==> config.mk <==
export PLATFORM = sky130hd
export DESIGN_NAME = sumador_botones_flat
export DESIGN_NICKNAME = d
export VERILOG_FILES = /design/src/rtl/sumador_botones_if.sv /design/src/rtl/sumador_botones.sv /design/src/flat_wrapper.sv
export SDC_FILE = /design/constraint.sdc
export NUM_CORES = 1
export LEC_CHECK = 0
export ABC_AREA = 1
export BUFFER_PORTS_ARGS = -buffer_cell sky130_fd_sc_hd__buf_4
export CAP_MARGIN = 25
export CORE_MARGIN = 8
export CORE_UTILIZATION = 27
export DETAILED_ROUTE_END_ITERATION = 10
export PLACE_DENSITY = 0.56
export SETUP_SLACK_MARGIN = 0.3
export SKIP_LAST_GASP = 1
export SYNTH_ARGS = -nofsm -noshare
export SYNTH_HDL_FRONTEND = slang
export SYNTH_SLANG_ARGS = --single-unit
==> constraint.sdc <==
create_clock -name clk -period 1.9 [get_ports clk]
set_clock_uncertainty 0.2 [all_clocks]
set_input_delay 0.38 -clock clk [delete_from_list [all_inputs] [get_ports clk]]
set_output_delay 0.38 -clock clk [all_outputs]
set_load 0.02 [all_outputs]
==> src/rtl/sumador_botones_if.sv <==
// sumador_botones_if: button, start value and count/flag outputs of the up-counter
interface sumador_botones_if #(parameter int N = 4);
  logic         btn_add;
  logic [N-1:0] data_in;
  logic [N-1:0] data_out;
  logic         carry;
  logic         pressed;
  modport master (output btn_add, data_in, input data_out, carry, pressed);
  modport slave  (input btn_add, data_in, output data_out, carry, pressed);
endinterface

==> src/rtl/sumador_botones.sv <==
// sumador_botones: debounced active-low push button stepping an N-bit up-counter
// that loads a start value after reset and wraps or saturates at the top.
module sumador_botones #(
  parameter int N               = 4,
  parameter int DEBOUNCE_CYCLES = 4,
  parameter int SATURATE        = 0
) (
  input logic          clk,
  input logic          btn_rst,
  sumador_botones_if.slave bus
);
  localparam int           CW   = $clog2(DEBOUNCE_CYCLES);
  localparam logic [CW-1:0] CMAX = CW'(DEBOUNCE_CYCLES - 1);
  localparam logic [N-1:0]  TOP  = '1;
  typedef enum logic [1:0] {S_LOAD, S_IDLE, S_HELD} state_t;
  state_t        state_q, state_d;
  logic          s1_q, s1_d, s2_q, s2_d, deb_q, deb_d, carry_q, carry_d;
  logic [CW-1:0] cnt_q, cnt_d;
  logic [N-1:0]  data_q, data_d;
  logic          acc;
  always_comb begin
    s1_d    = bus.btn_add;
    s2_d    = s1_q;
    acc     = (s2_q != deb_q) && (cnt_q == CMAX);
    deb_d   = acc ? s2_q : deb_q;
    cnt_d   = (s2_q == deb_q || acc) ? '0 : cnt_q + 1'b1;
    state_d = state_q;
    data_d  = data_q;
    carry_d = 1'b0;
    case (state_q)
      S_LOAD: begin
        data_d  = bus.data_in;
        state_d = S_IDLE;
      end
      S_IDLE: if (acc && deb_q) begin
        // top of range: wrap to zero or hold, flagging the boundary either way
        data_d  = (data_q != TOP) ? data_q + 1'b1 : (SATURATE != 0) ? data_q : '0;
        carry_d = (data_q == TOP);
        state_d = S_HELD;
      end
      S_HELD: state_d = (acc && !deb_q) ? S_IDLE : S_HELD;
      default: state_d = S_LOAD;
    endcase
  end
  always_ff @(posedge clk or negedge btn_rst) begin
    if (!btn_rst) begin
      state_q <= S_LOAD;
      s1_q    <= 1'b1;
      s2_q    <= 1'b1;
      deb_q   <= 1'b1;
      cnt_q   <= '0;
      data_q  <= '0;
      carry_q <= 1'b0;
    end else begin
      state_q <= state_d;
      s1_q    <= s1_d;
      s2_q    <= s2_d;
      deb_q   <= deb_d;
      cnt_q   <= cnt_d;
      data_q  <= data_d;
      carry_q <= carry_d;
    end
  end
  assign bus.data_out = data_q;
  assign bus.carry    = carry_q;
  assign bus.pressed  = ~deb_q;
endmodule

==> src/flat_wrapper.sv <==
// flat-port wrapper written by rule: the top's interface ports become plain ports
module sumador_botones_flat 
#(
  parameter int N               = 4,
  parameter int DEBOUNCE_CYCLES = 4,
  parameter int SATURATE        = 0
)
  (clk, btn_rst, bus_btn_add, bus_data_in, bus_data_out, bus_carry, bus_pressed);
  sumador_botones_if #(.N(N)) bus_i ();
  input logic clk;
  input logic btn_rst;
  input wire logic [$bits(bus_i.btn_add)-1:0] bus_btn_add;
  input wire logic [$bits(bus_i.data_in)-1:0] bus_data_in;
  output wire logic [$bits(bus_i.data_out)-1:0] bus_data_out;
  output wire logic [$bits(bus_i.carry)-1:0] bus_carry;
  output wire logic [$bits(bus_i.pressed)-1:0] bus_pressed;
  assign bus_i.btn_add = bus_btn_add;
  assign bus_i.data_in = bus_data_in;
  assign bus_data_out = bus_i.data_out;
  assign bus_carry = bus_i.carry;
  assign bus_pressed = bus_i.pressed;
  sumador_botones #(.N(N), .DEBOUNCE_CYCLES(DEBOUNCE_CYCLES), .SATURATE(SATURATE)) u_core (.clk(clk), .btn_rst(btn_rst), .bus(bus_i));
endmodule
==> flow_summary.toml, run 1 <==
[status]
status = "finished, final reports clean"

[logic_synthesis]
yosys.cell_types.count = 21
synth_common_cells = "nand2_1 (22), dfrtp_1 (9), inv_1 (6)"
async_flop_share = 1.000
syn_inst = 69
yosysWarnings = 0
synth_seq_area_share = 0.5215
synth-seq-cells = 12
yosysMostFrequentCell = "nand2_1"
synth_edf_count = 0
synth.avg_cell_area_um2 = 8.450
synthFlopType = "dfrtp_1"
synth_top_area_share = 0.3863
synth_area_leaders = "dfrtp_1 (39%), nand2_1 (14%), dfstp_2 (14%), ha_1 (4.3%), inv_1 (3.9%)"
yosysTopAreaCell = "dfrtp_1"
netlist_area_um2 = 583.1
mappedNetlistNets = 78

[worst_setup_path]
crit_path_max_fanout = 3
critPathTopFamily = "flip-flops"
path_cells = "inv_2 > buf_6"
worstPathArrival_ps = 970
cpMaxStageDelayCell = "dfstp_2"
start_kind = "flip-flop"
cp-end-kind = "primary output"
cpPeakStageDelay_ps = 550
cp.required_ps = 1320
path_class = "reg -> out"
timing.critical_path.buf_inv = 2

[placed_design]
portBuffers = 12
place_ws_ps = 478.2
placed_cells = 109
gp_congestion = 0.7703
hpwl_um = 878.5

[grt]
grt_pass1_vias = 467
grt.total_usage = 0.06041
grt_max_degree = 13
antenna_found_initial = 0
grt_pass1_wl_mm = 1.911
grt_overflow = 0

[detailed_routing]
vias_per_cell = 4.235
drtAntennaViolNets = 0
route.detailed.drc = 0
num_vias = 487
drt_iter0_drc = 8
post_drt_wl_per_cell_um = 9.670
dr.pass1.iters = 4
wirelength_mm = 1.112

[sta]
grt_setup_unrepaired = "false"
fin_tns_setup_ps = 0
setup_viol = 0
period_minus_slack_ps = 1555
finalWorstSetupSlack_ps = 345.3
hold_viol = 0
fin_crit_sh = 0.8183
tightestPinTransition_ps = 227.2
maxSlewHeadroom = 0.8472
finalMaxSlewViolations = 0
fin_worst_hold_slack_ps = 21.72
fmax_mhz = 643.2

[die]
start_util = 0.2741
die_w_um = 62.47
dieArea_mm2 = 0.003903
fp-row-count = 17
die_y_um = 62.47
io_pins = 13
core_mm2 = 0.002127

[clock_network]
clock_path_buffers = 2
htreeDepth = 1
clock_latency_ps = 260
numClockSinks = 12
root_buffer = "clkbuf_4"
cts-buffers-inserted = 3
cts_tree = "done"
clk_pin_slew_ps = 70

[finish]
antenna_cells = 0
nNetsFinal = 97
drive_gt1_frac = 0.3103
finalNonFillerCells = 115
area_growth_pct = 29.61

[job]
drv_cap = 0

[hold_path]
hp-class = "in -> reg"

[power_and_ir_drop]
p_leak_nw = 0.3927
p_per_area_mw_per_mm2 = 1474
irDropWorstVdd_mv = 0.4294
-- power breakdown --
part           internal (mW)  switching, mW  leakage [nW]
combinational          0.223          0.297         0.235
clock                 0.0810         0.0802        0.0150
sequential             0.344         0.0888         0.143
total                  0.648          0.466         0.393
-- path summary, 6_finish.rpt --
kind,startpoint,to,slack (ps),depth (start not counted)
setup / recovery,u_core.deb_q$_DFFE_PN1N_,bus_pressed,350,2
hold / removal,bus_btn_add,u_core.s1_q$_DFF_PN1_,20,1
setup reg to reg,u_core.cnt_q[0]$_DFF_PN0_,u_core.bus.data_out[2]$_DFFE_PN0P_,470,7
hold reg to reg,u_core.s1_q$_DFF_PN1_,u_core.s2_q$_DFF_PN1_,160,0
max in group asynchronous,btn_rst,u_core.s1_q$_DFF_PN1_,980,2
min in group asynchronous,btn_rst,u_core.bus.carry$_DFF_PN0_,290,2
-- per-stage QoR --
step	util	total power, mW	cell area [um^2]
after floorplan	-	0.7771	583.1
after global placement	0.3329	0.9404	708.2
after detailed placement	0.3329	0.9432	708.2
after CTS	0.3535	1.124	752.0
after global routing	0.3553	1.231	755.7
final	0.3553	1.114	755.7
-- logic make-up (layout without fill, tap and decap cells) --
family,Yosys count,after routing,synth area share
xor+xnor,1,1,0.01502
buf+inv,10,28,0.06651
simple gates,36,36,0.2747
fa+ha+maj,2,2,0.04291
compound gates,8,8,0.07939
flops,12,12,0.5215
-- metal layers --
layer  GRT usage  up-vias  wire (um)
met4     0.05698        0         27
li1            -      257          -
met5           0        -          0
met1     0.06556      221        528
met3     0.01613        2         42
met2     0.09314        7        514
-- layout make-up --
| cell class | count | area [um^2] |
|---|---|---|
| Fill cell | 231 | 1371 |
| Sequential cell | 12 | 304.0 |
| Multi-Input combinational cell | 47 | 240.2 |
| Timing Repair Buffer | 14 | 111.4 |
| Inverter | 10 | 38.79 |
| Tap cell | 28 | 35.03 |
| Clock buffer | 4 | 26.28 |
-- registers in the layout (all words and copies together) (netlist names) --
| register | cells |
|---|---|
| u_core.s1_q | 1 |
| u_core.bus.carry | 1 |
| u_core.cnt_q | 2 |
| u_core.s2_q | 1 |
| u_core.bus.data_out | 4 |
| u_core.state_q | 2 |
| u_core.deb_q | 1 |
-- timing repair --
item,CTS,global route
endpoints found under the hold margin,12,0
resized for setup,0,2
setup buffers,1,0
setup endpoints to repair,1,1
hold buffers,1,0
cloned,0,0
-- cell usage in the layout, fill, tap and decap left out, types with 2 or more instances in the layout --
cell and n:
nand2_1 22, buf_4 12, dfrtp_1 9, inv_1 5, nor2_1 5, inv_2 3, nand3_1 3, o21ai_0 3
clkbuf_4 3, dfstp_2 3, nand4_1 2, o21ai_1 2, ha_1 2
(Power assumes the default switching activity.)
==> run 2: changes to the inputs <==
- PLACE_DENSITY: 0.56 -> 0.57
- clock period: 1.9 -> 1.3 ns (I/O delays scaled with it)
==> flow_summary.toml, run 2 (same netlist as run 1, synthesis figures left out) <==
[status]
status = "finished with violations"
violations = "negative setup slack"

[sta]
hold_viol = 0
fin_crit_sh = 1.097
tightestPinTransition_ps = 210.1
period_minus_slack_ps = 1426
finalMaxSlewViolations = 0
finalWorstSetupSlack_ps = -126.0
maxSlewHeadroom = 0.8594
fmax_mhz = 701.3
setup_viol = 9
grt_setup_unrepaired = "true"

[grt]
grt_pass1_wl_mm = 2.477
grt_overflow = 0
grt.total_usage = 0.07582
grt_max_degree = 13
grt_pass1_vias = 610
antenna_found_initial = 0

[detailed_routing]
num_vias = 551
drtAntennaViolNets = 0
wirelength_mm = 1.396
vias_per_cell = 4.305
dr.pass1.iters = 4
drt_iter0_drc = 8
post_drt_wl_per_cell_um = 10.91
route.detailed.drc = 0

[die]
core_mm2 = 0.002127
start_util = 0.2741
io_pins = 13
fp-row-count = 17
die_w_um = 62.47
dieArea_mm2 = 0.003903
die_y_um = 62.47

[power_and_ir_drop]
power.switching_mw = 0.8429
swShare = 0.3904
power_frac_clock = 0.137
p_leak_nw = 0.4643
p_int_mw = 1.316
seqPwrFrac = 0.279
irDropWorstVdd_mv = 0.6535
p_per_area_mw_per_mm2 = 2250
p_comb_frac = 0.583

[finish]
largest_reg_flops = 4
final_area_um2 = 959.7
drive_gt1_frac = 0.5500
antenna_cells = 0
nNetsFinal = 110
mostFrequentLayoutCells = "nand2_1 (19), buf_4 (16), buf_6 (9), dfrtp_2 (5)"
mostFrequentLayoutCell = "nand2_1"
area_growth_pct = 64.59
finalNonFillerCells = 128
fillers = 205

[clock_network]
numClockSinks = 12
clk_pin_slew_ps = 80
clock_latency_ps = 270
htreeDepth = 1
clock_path_buffers = 2
cts-buffers-inserted = 3
cts_tree = "done"
root_buffer = "clkbuf_4"

[placed_design]
portBuffers = 12
gp_congestion = 0.7677
place_area_um2 = 772.0
hpwl_um = 959.1
placed_cells = 112

[job]
drv_cap = 0

[worst_setup_path]
cp.required_ps = 840
start_kind = "flip-flop"
crit_path_max_fanout = 2
worstPathArrival_ps = 970
cp-end-kind = "primary output"
path_class = "reg -> out"

[hold_path]
hp-class = "in -> reg"
## run 2: layout make-up
| type | instances | area, um^2 | share of cell area |
|---|---|---|---|
| clock buffer | 4 | 36.28 | 0.03781 |
| inverter | 10 | 42.54 | 0.04433 |
| multi-input combinational | 47 | 294.0 | 0.3064 |
| sequential | 12 | 310.3 | 0.3233 |
| tap | 28 | 35.03 | 0.03651 |
| timing repair buffer | 27 | 241.5 | 0.2516 |
## run 2: repair_timing
action | 4_1_cts | 5_1_grt
endpoints found under the setup margin | 16 | 16
hold buffers | 2 | 0
resized for setup | 14 | 5
hold endpoints to repair | 13 | 0
buffers inserted | 9 | 1
gates cloned | 0 | 0
pin swaps | 1 | 2
## run 2: routing by layer
layer,global-route usage,up-vias,wire length [um]
met5,0,-,0
met4,0.04274,0,27
met3,0.02509,2,69
met2,0.1281,14,669
met1,0.08100,254,631
li1,-,281,-
## run 2: worst max-delay path, stage by stage, from the launching register on
cell and delay [ps]:
dfstp_2 550, inv_2 40, buf_6 120
## run 2: power by group through the flow
stage	Sequential, mW	Combinational [mW]	Clock, mW
2_1_floorplan	0.716	0.503	0
3_3_place_gp	0.645	0.868	0
3_5_place_dp	0.649	0.879	0
4_1_cts	0.594	1.20	0.306
5_1_grt	0.620	1.40	0.329
6_report	0.603	1.26	0.297
## run 2: through the flow
stage / hold WS [ps] / setup WS (ps) / power (mW) / TNS [ps] / utilization
floorplan: -235.6 / 52.25 / 1.219 / 0 / -
global placement: -93.76 / 6.764 / 1.513 / 0 / 0.3629
detailed placement: -90.44 / -8.423 / 1.528 / -8.809 / 0.3629
CTS: 85.17 / -136.5 / 2.104 / -579.7 / 0.4394
global route: 104.1 / -174.4 / 2.349 / -1273 / 0.4512
finish: 92.64 / -126.0 / 2.159 / -607.5 / 0.4512
## run 2: worst paths after layout
| kind | cells after the start | slack (ps) | endpoint | startpoint |
|---|---|---|---|---|
| worst max-delay path | 2 | -130 | bus_pressed | u_core.deb_q$_DFFE_PN1N_ |
| worst min-delay path | 5 | 90 | u_core.bus.data_out[1]$_DFFE_PN0P_ | bus_data_in[1] |
| worst max register to register | 6 | -80 | u_core.bus.data_out[3]$_DFFE_PN0P_ | u_core.deb_q$_DFFE_PN1N_ |
| worst min register to register | 0 | 160 | u_core.s2_q$_DFF_PN1_ | u_core.s1_q$_DFF_PN1_ |
| max in group asynchronous | 2 | 510 | u_core.s2_q$_DFF_PN1_ | btn_rst |
| min in group asynchronous | 2 | 150 | u_core.state_q[0]$_DFFE_PN0P_ | btn_rst |
